`src/rtl/rst_seq_pkg.sv`:
```
// Shared types and constants for the reset sequencer slice.
package rst_seq_pkg;

   localparam int unsigned RST_SEQ_SYNC_STAGES = 2;

   typedef enum logic [2:0] {
      ST_ASSERT    = 3'd0,
      ST_WAIT_LOCK = 3'd1,
      ST_HOLD      = 3'd2,
      ST_WAIT_ACK  = 3'd3,
      ST_DONE      = 3'd4
   } rst_seq_state_e;

endpackage

```
`src/rtl/bit_sync_2ff.sv`:
```
// Single-bit multi-flop synchronizer, asynchronously cleared to 0.
module bit_sync_2ff
   import rst_seq_pkg::*;
(
   input  logic sys_clk,
   input  logic rst_n,
   input  logic din,
   output logic dout
);

   logic [RST_SEQ_SYNC_STAGES-1:0] sync_q;

   always_ff @(posedge sys_clk or negedge rst_n) begin
      if (!rst_n) begin
         sync_q <= '0;
      end else begin
         sync_q <= {sync_q[RST_SEQ_SYNC_STAGES-2:0], din};
      end
   end

   assign dout = sync_q[RST_SEQ_SYNC_STAGES-1];

endmodule

```
`src/rtl/reset_sequencer.sv`:
```
// Ordered reset-release controller: synchronizes rst_n and PLL lock, then releases stages in order.
// Optional per-stage ack gating is enabled by defining RST_SEQ_ACK_EN.
module reset_sequencer
   import rst_seq_pkg::*;
#(
   parameter int unsigned NUM_STAGES   = 4,
   parameter int unsigned HOLD_CYCLES  = 16,
   parameter int unsigned LOCK_TIMEOUT = 1024
) (
   input  logic                  sys_clk,
   input  logic                  rst_n,
   input  logic                  pll_locked,
   input  logic                  sw_rst_req,
   input  logic [NUM_STAGES-1:0] stage_ack,
   output logic [NUM_STAGES-1:0] rst_out_n,
   output logic                  seq_done,
   output logic                  timeout_err
);

   localparam int unsigned HW = $clog2(HOLD_CYCLES + 1);
   localparam int unsigned TW = $clog2(LOCK_TIMEOUT + 1);
   localparam int unsigned KW = $clog2(NUM_STAGES + 1);

   localparam logic [HW-1:0] HOLD_LAST = HW'(HOLD_CYCLES - 1);
   localparam logic [TW-1:0] TO_LAST   = TW'(LOCK_TIMEOUT - 1);
   localparam logic [KW-1:0] K_LAST    = KW'(NUM_STAGES - 1);

   // Internal reset: asynchronous assert, release after the synchronizer depth.
   logic [RST_SEQ_SYNC_STAGES-1:0] rst_sync_q;
   logic                           rst_int_n;

   always_ff @(posedge sys_clk or negedge rst_n) begin
      if (!rst_n) begin
         rst_sync_q <= '0;
      end else begin
         rst_sync_q <= {rst_sync_q[RST_SEQ_SYNC_STAGES-2:0], 1'b1};
      end
   end

   assign rst_int_n = rst_sync_q[RST_SEQ_SYNC_STAGES-1];

   logic lock_s;

   bit_sync_2ff u_lock_sync (
      .sys_clk (sys_clk),
      .rst_n   (rst_int_n),
      .din     (pll_locked),
      .dout    (lock_s)
   );

`ifdef RST_SEQ_ACK_EN
   logic [NUM_STAGES-1:0] ack_s;

   for (genvar g = 0; g < NUM_STAGES; g++) begin : g_ack_sync
      bit_sync_2ff u_ack_sync (
         .sys_clk (sys_clk),
         .rst_n   (rst_int_n),
         .din     (stage_ack[g]),
         .dout    (ack_s[g])
      );
   end
`else
   logic unused_stage_ack;
   assign unused_stage_ack = ^stage_ack;
`endif

   rst_seq_state_e        state_q, state_d;
   logic [HW-1:0]         hold_cnt_q, hold_cnt_d;
   logic [TW-1:0]         to_cnt_q, to_cnt_d;
   logic [KW-1:0]         k_q, k_d;
   logic                  err_q, err_d;
   logic [NUM_STAGES-1:0] out_q, out_d;
   logic [NUM_STAGES-1:0] k_mask;
   logic                  in_seq;
   logic                  hold_last;

   always_comb begin
      k_mask = '0;
      for (int i = 0; i < NUM_STAGES; i++) begin
         k_mask[i] = (k_q == KW'(i));
      end
   end

   assign in_seq    = (state_q != ST_ASSERT) && (state_q != ST_WAIT_LOCK);
   assign hold_last = (hold_cnt_q == HOLD_LAST);

   always_comb begin
      state_d    = state_q;
      hold_cnt_d = hold_cnt_q;
      to_cnt_d   = to_cnt_q;
      k_d        = k_q;
      err_d      = err_q;
      out_d      = out_q;
      if (sw_rst_req) begin
         state_d    = ST_ASSERT;
         hold_cnt_d = '0;
         k_d        = '0;
         out_d      = '0;
         err_d      = 1'b0;
         to_cnt_d   = '0;
      end else if (in_seq && !lock_s) begin
         state_d    = ST_ASSERT;
         hold_cnt_d = '0;
         k_d        = '0;
         out_d      = '0;
      end else begin
         case (state_q)
            ST_ASSERT: begin
               if (hold_last) begin
                  state_d    = ST_WAIT_LOCK;
                  hold_cnt_d = '0;
               end else begin
                  hold_cnt_d = hold_cnt_q + HW'(1);
               end
            end
            ST_WAIT_LOCK: begin
               if (lock_s) begin
                  state_d    = ST_HOLD;
                  k_d        = '0;
                  hold_cnt_d = '0;
               end else if (to_cnt_q == TO_LAST) begin
                  err_d = 1'b1;
               end else begin
                  to_cnt_d = to_cnt_q + TW'(1);
               end
            end
            ST_HOLD: begin
               if (hold_last) begin
                  hold_cnt_d = '0;
                  out_d      = out_q | k_mask;
                  if (k_q == K_LAST) begin
                     state_d = ST_DONE;
                  end else begin
`ifdef RST_SEQ_ACK_EN
                     state_d = ST_WAIT_ACK;
`else
                     k_d = k_q + KW'(1);
`endif
                  end
               end else begin
                  hold_cnt_d = hold_cnt_q + HW'(1);
               end
            end
`ifdef RST_SEQ_ACK_EN
            // k still names the stage just released; its ack opens the next hold.
            ST_WAIT_ACK: begin
               if (|(ack_s & k_mask)) begin
                  state_d    = ST_HOLD;
                  k_d        = k_q + KW'(1);
                  hold_cnt_d = '0;
               end
            end
`endif
            ST_DONE: begin
            end
            default: begin
               state_d    = ST_ASSERT;
               hold_cnt_d = '0;
               k_d        = '0;
               out_d      = '0;
            end
         endcase
      end
   end

   always_ff @(posedge sys_clk or negedge rst_int_n) begin
      if (!rst_int_n) begin
         state_q    <= ST_ASSERT;
         hold_cnt_q <= '0;
         to_cnt_q   <= '0;
         k_q        <= '0;
         err_q      <= 1'b0;
         out_q      <= '0;
      end else begin
         state_q    <= state_d;
         hold_cnt_q <= hold_cnt_d;
         to_cnt_q   <= to_cnt_d;
         k_q        <= k_d;
         err_q      <= err_d;
         out_q      <= out_d;
      end
   end

   assign rst_out_n   = out_q;
   assign seq_done    = (state_q == ST_DONE);
   assign timeout_err = err_q;

endmodule
```
`config.mk`:
```
export PLATFORM = sky130hd
export DESIGN_NAME = reset_sequencer
export DESIGN_NICKNAME = d
export VERILOG_FILES = /design/src/rtl/rst_seq_pkg.sv /design/src/rtl/bit_sync_2ff.sv /design/src/rtl/reset_sequencer.sv
export SDC_FILE = /design/constraint.sdc
export NUM_CORES = 1
export LEC_CHECK = 0
export ABC_AREA = 0
export BUFFER_PORTS_ARGS = -buffer_cell sky130_fd_sc_hd__clkbuf_2
export CAP_MARGIN = 20
export CORE_MARGIN = 1.5
export CORE_UTILIZATION = 42
export CTS_CLUSTER_DIAMETER = 60
export CTS_CLUSTER_SIZE = 8
export DETAILED_ROUTE_END_ITERATION = 16
export GPL_TIMING_DRIVEN = 0
export PLACE_DENSITY = 0.71
export SETUP_SLACK_MARGIN = 0.1
export SLEW_MARGIN = 20
export SYNTH_ARGS = -nofsm -noshare
export SYNTH_HDL_FRONTEND = slang
export SYNTH_SLANG_ARGS = --single-unit
```
`constraint.sdc`:
```
create_clock -name sys_clk -period 1.1 [get_ports sys_clk]
set_input_delay 0 -clock sys_clk [delete_from_list [all_inputs] [get_ports sys_clk]]
set_output_delay 0 -clock sys_clk [all_outputs]
set_load 0.005 [all_outputs]
```
==> results of run 1 <==
==> timing repair <==
action | CTS | global route
pin swaps | 10 | 14
hold buffers | 2 | 0
cloned | 1 | 0
gates resized for setup | 16 | 14
hold endpoints to repair | 3 | 0
buffers inserted | 21 | 10
endpoints found under the setup margin | 28 | 28
==> kinds of logic (layout without fill, tap and decap cells) <==
logic type	after synthesis	in the layout	share of synthesized area
AND/OR/NAND/NOR	52	52	0.205
multiplexers	4	4	0.0260
XOR/XNOR	3	3	0.0166
adder cells (fa/ha/maj)	8	8	0.0616
buffers and inverters	18	68	0.0481
flip-flops	31	31	0.489
other	1	1	0.00237
AO/OA/AOI/OAI	33	33	0.151
==> power by group <==
group | switching (uW) | internal (uW)
sequential | 35.4 | 1160
clock | 410 | 570
combinational | 53.4 | 50.1
total | 499 | 1780
==> registers in the layout, indices dropped and copies added (netlist names) <==
name,cells
to_cnt_q,11
u_lock_sync.sync_q,2
timeout_err,1
hold_cnt_q,5
k_q,3
rst_sync_q,2
rst_out_n,4
state_q,3
==> layout make-up <==
type,instances,share of cell area
plain buffers,5,0.0194
clock buffers,8,0.0444
inverters,13,0.0217
multi-input cells,101,0.404
flip-flops and latches,31,0.346
well taps,48,0.0267
repair buffers,42,0.138
==> final timing paths <==
check / cells after the start / end / slack, ns
worst max register to register: 5 / to_cnt_q[9] / -0.60
worst min register to register: 0 / to_cnt_q[10] / 0.29
worst min-delay path: 2 / rst_sync_q[1] / 0.03
min in group sys_clk: 4 / hold_cnt_q[2] / 0.11
max in group asynchronous: 0 / state_q[1] / 0.36
worst max-delay path: 5 / to_cnt_q[9] / -0.60
==> metal layers <==
metal / GRT usage / vias to the layer above
li1: - / 639
met1: 0.254 / 709
met2: 0.337 / 32
met3: 0.0521 / 6
met4: 0.0691 / 0
met5: 0 / -
==> through the flow <==
step | instance area [sq um] | util
6_report | 2250 | 0.620
3_3_place_gp | 1760 | 0.485
3_5_place_dp | 1760 | 0.485
4_1_cts | 2130 | 0.585
5_1_grt | 2250 | 0.620
2_1_floorplan | 1660 | -
==> Yosys cell counts, drive strengths merged (3+ instances only) <==
cell / count / area [sq um]
or4: 3 / 22.5
or3: 5 / 31.3
a21oi: 10 / 50.1
ha: 7 / 87.6
nand2b: 4 / 25.0
mux2i: 3 / 30.0
o21ai: 6 / 30.0
clkbuf: 3 / 11.3
nor2: 11 / 41.3
nand4: 3 / 18.8
nand2: 4 / 15.0
dfrtp: 31 / 776
nor3: 4 / 20.0
nand3: 4 / 20.0
inv: 13 / 48.8
a22o: 5 / 43.8
==> flow_summary.json, run 1 <==
{
  "ys_seq_area_frac": 0.489,
  "cp.buffers_inverters": 1,
  "die-area_sq_um": 4150,
  "route.detailed.drc": 0,
  "final_nets": 214,
  "drt-total-wl_um": 4070,
  "period_needed_ns": 1.70,
  "die_h_um": 64.4,
  "required_ns": 1.31,
  "cts_root_buf": "clkbuf_8",
  "antenna_cells": 0,
  "gp_congestion": 0.783,
  "synth_seq_cells": 31,
  "clock_path_buffers": 2,
  "drtPass1Iterations": 4,
  "ant_nets": 0,
  "grt_pass1_wl_um": 6530,
  "start_util": 0.436,
  "antenna_found_initial": 0,
  "place_ws_ns": -0.661,
  "viasPerCell": 5.59,
  "setup_ws_ns": -0.599,
  "tightest_slew_ns": 0.640,
  "yosysWarnings": 0,
  "grt_pass1_vias": 1413,
  "startpoint": "state_q[2]",
  "powerDensity_nw_per_um2": 1010,
  "nFillCells": 284,
  "dpl.hpwl_um": 2190,
  "multi_input_area_sq_um": 910,
  "critPathTopFamily": "simple AND/OR/NAND/NOR gates",
  "synth_edf_count": 0,
  "top_layer": "met4",
  "grt_max_degree": 30,
  "holdWs_ns": 0.0341,
  "cts_buffers": 5,
  "core_sq_um": 3630,
  "fin_skew_ns": 0.00441,
  "syn-cell-area_sq_um": 1590,
  "async_reset_ff_frac": 1.00,
  "placementRows": 22,
  "grt_overflow": 0,
  "met3_length_um": 120,
  "max-slew-margin-rel": 0.573,
  "slew_viol_final": 0,
  "synthFlopType": "dfrtp_1",
  "h-tree-depth": 2,
  "worst_setup_path_start_kind": "register",
  "crit_fanout": 5,
  "fmaxAchievable_mhz": 589,
  "syn_to_final_growth_pct": 42.1,
  "setup_violations": 28,
  "cap_violations": 0,
  "crit_type": "register to register",
  "rsz0062_at_grt": "yes",
  "fin_cells": 248,
  "final-seq-area_sq_um": 781,
  "critPathMaxStageDelay_ns": 0.42,
  "place_inst": 207,
  "syn_inst": 150,
  "grt_usage": 0.202,
  "path_clk_slew_ns": 0.06,
  "wl_met2_um": 2170,
  "syn-num-nets": 165,
  "io_pins": 14,
  "cpMaxStageDelayCell": "dfrtp_1",
  "wl_met1_um": 1710,
  "die_w_um": 64.4,
  "port-buffer-count": 9,
  "cts_sinks": 31,
  "hold_class": "input port to async pin",
  "p_total_uw": 2280,
  "final_common_cell": "dfrtp_1",
  "violations": "setup timing",
  "drive_above_1_share": 0.435,
  "fin_setup_tns_ns": -13.63,
  "vias": 1386,
  "max-vdd-ir-drop_uv": 954,
  "r2r_start": "state_q[2]",
  "synth_area_per_cell_sq_um": 10.6,
  "status": "finished with violations",
  "dr.first_iter.drc_count": 50,
  "cts_tree": "built",
  "p_leak_uw": 0.000992,
  "clkLatencyLatePin_ns": 0.28,
  "yosysUniqueCellTypes": 48,
  "hold_viol": 0,
  "final_cell_mix": "dfrtp_1 (27), buf_4 (26), inv_1 (10), nor2_1 (9), clkbuf_2 (9)",
  "cp-end-kind": "register",
  "fin_crit_sh": 1.54,
  "path_cells": "nor4b_4 -> o31ai_4 -> buf_6 -> or3_4 -> a21oi_2",
  "wl_per_cell_um": 16.4,
  "worstPathArrival_ns": 1.91
}
Power figures use the tool's default switching activity.
==> run 2, diff against run 1 <==
SKIP_LAST_GASP = 1   (was default)
==> flow_summary.json, run 2 (synthesis results as in run 1) <==
{
  "status": "finished with violations",
  "violations": "setup timing",
  "die-area_sq_um": 4150,
  "dr.first_iter.drc_count": 55,
  "place_inst": 207,
  "grt_usage": 0.208,
  "fmaxAchievable_mhz": 585,
  "p_leak_uw": 0.000995,
  "crit_fanout": 5,
  "final_common_cell": "buf_4",
  "setup_violations": 28,
  "die_w_um": 64.4,
  "fin_crit_sh": 1.56,
  "cp-end-kind": "register",
  "crit_type": "register to register",
  "final_nets": 216,
  "hold_viol": 0,
  "io_pins": 14,
  "grt_pass1_wl_um": 6660,
  "setup_ws_ns": -0.611,
  "antenna_found_initial": 0,
  "hold_class": "input port to async pin",
  "rsz0062_at_grt": "yes",
  "max-vdd-ir-drop_uv": 960,
  "largest_register": "to_cnt_q",
  "fin_util": 0.618,
  "max-slew-margin-rel": 0.576,
  "holdWs_ns": 0.0322,
  "port-buffer-count": 9,
  "vias": 1405,
  "ant_nets": 0,
  "route.detailed.drc": 0,
  "cts_buffers": 5,
  "clkLatencyLatePin_ns": 0.28,
  "period_needed_ns": 1.71,
  "wl_per_cell_um": 16.2,
  "drtPass1Iterations": 4,
  "viasPerCell": 5.62,
  "placementRows": 22,
  "grt_overflow": 0,
  "clock_path_buffers": 2,
  "worstPathArrival_ns": 1.92,
  "final_cell_mix": "buf_4 (31), dfrtp_1 (27), inv_1 (10), nor2_1 (9), clkbuf_2 (9)",
  "slew_viol_final": 0,
  "path_clk_slew_ns": 0.07,
  "die_h_um": 64.4,
  "drive_above_1_share": 0.436,
  "cap_violations": 0,
  "start_util": 0.436,
  "antenna_cells": 0,
  "grt_pass1_vias": 1423,
  "powerDensity_nw_per_um2": 1010,
  "cts_root_buf": "clkbuf_8",
  "core_sq_um": 3630,
  "cts_tree": "built",
  "dpl.hpwl_um": 2190,
  "h-tree-depth": 2,
  "syn_to_final_growth_pct": 41.6,
  "tightest_slew_ns": 0.636,
  "cts_sinks": 31,
  "fin_skew_ns": 0.00763,
  "required_ns": 1.31,
  "fin_setup_tns_ns": -13.15,
  "grt_max_degree": 30,
  "gp_congestion": 0.783,
  "fin_cells": 250,
  "largest_reg_flops": 11,
  "worst_setup_path_start_kind": "register",
  "drt-total-wl_um": 4040
}
run 2: cell type report:
cell class	instances	area, sq um
buffer	5	40.0
clock buffer	8	100
fill	295	1390
inverter	13	48.8
multi-input combinational	101	897
sequential	31	781
tap	48	60.1
timing repair buffer	44	318
run 2: critical path: stages, from the launching register on:
cell     delay, ns
dfrtp_1       0.41
nand3_2       0.21
or3_1         0.47
or3_4         0.40
a21oi_2       0.14
run 2: through the flow:
| stage | total power [uW] | cell area, sq um | setup slack [ns] |
|---|---|---|---|
| after floorplan | 1260 | 1660 | -0.460 |
| after global placement | 1280 | 1760 | -0.584 |
| after detailed placement | 1290 | 1760 | -0.661 |
| after CTS | 2290 | 2120 | -0.531 |
| after global routing | 2370 | 2240 | -0.681 |
| final | 2270 | 2240 | -0.611 |
run 2: worst paths after layout:
path,from,end,slack (ns),cells past startpoint
setup / recovery,to_cnt_q[5],to_cnt_q[9],-0.61,4
hold / removal,rst_n,rst_sync_q[1],0.03,2
setup reg to reg,to_cnt_q[5],to_cnt_q[9],-0.61,4
hold reg to reg,rst_sync_q[1],to_cnt_q[4],0.29,0
max in group asynchronous,rst_sync_q[1],state_q[1],0.35,0
min in group sys_clk,sw_rst_req,hold_cnt_q[2],0.09,4
run 2: repair_timing:
| item | CTS | global route |
|---|---|---|
| cloned | 1 | 0 |
| resized for setup | 15 | 9 |
| setup endpoints to repair | 28 | 28 |
| buffers inserted | 21 | 12 |
| hold endpoints to repair | 3 | 0 |
| pin swaps | 10 | 11 |
| hold buffers | 2 | 0 |
run 2: layer usage:
layer  GRT usage  part of all wire  wire length [um]  vias to the layer above
li1            -                 -                 -                      645
met1       0.252              0.41              1650                      718
met2       0.357              0.53              2140                       33
met3      0.0538             0.043               173                        9
met4      0.0745             0.019                78                        0
met5           0                 0                 0                        -
run 2: power by group:
group | switching, uW | internal, uW | total (uW)
Sequential | 35.6 | 1160 | 1190
Clock | 406 | 570 | 977
Combinational | 53.6 | 50.4 | 104
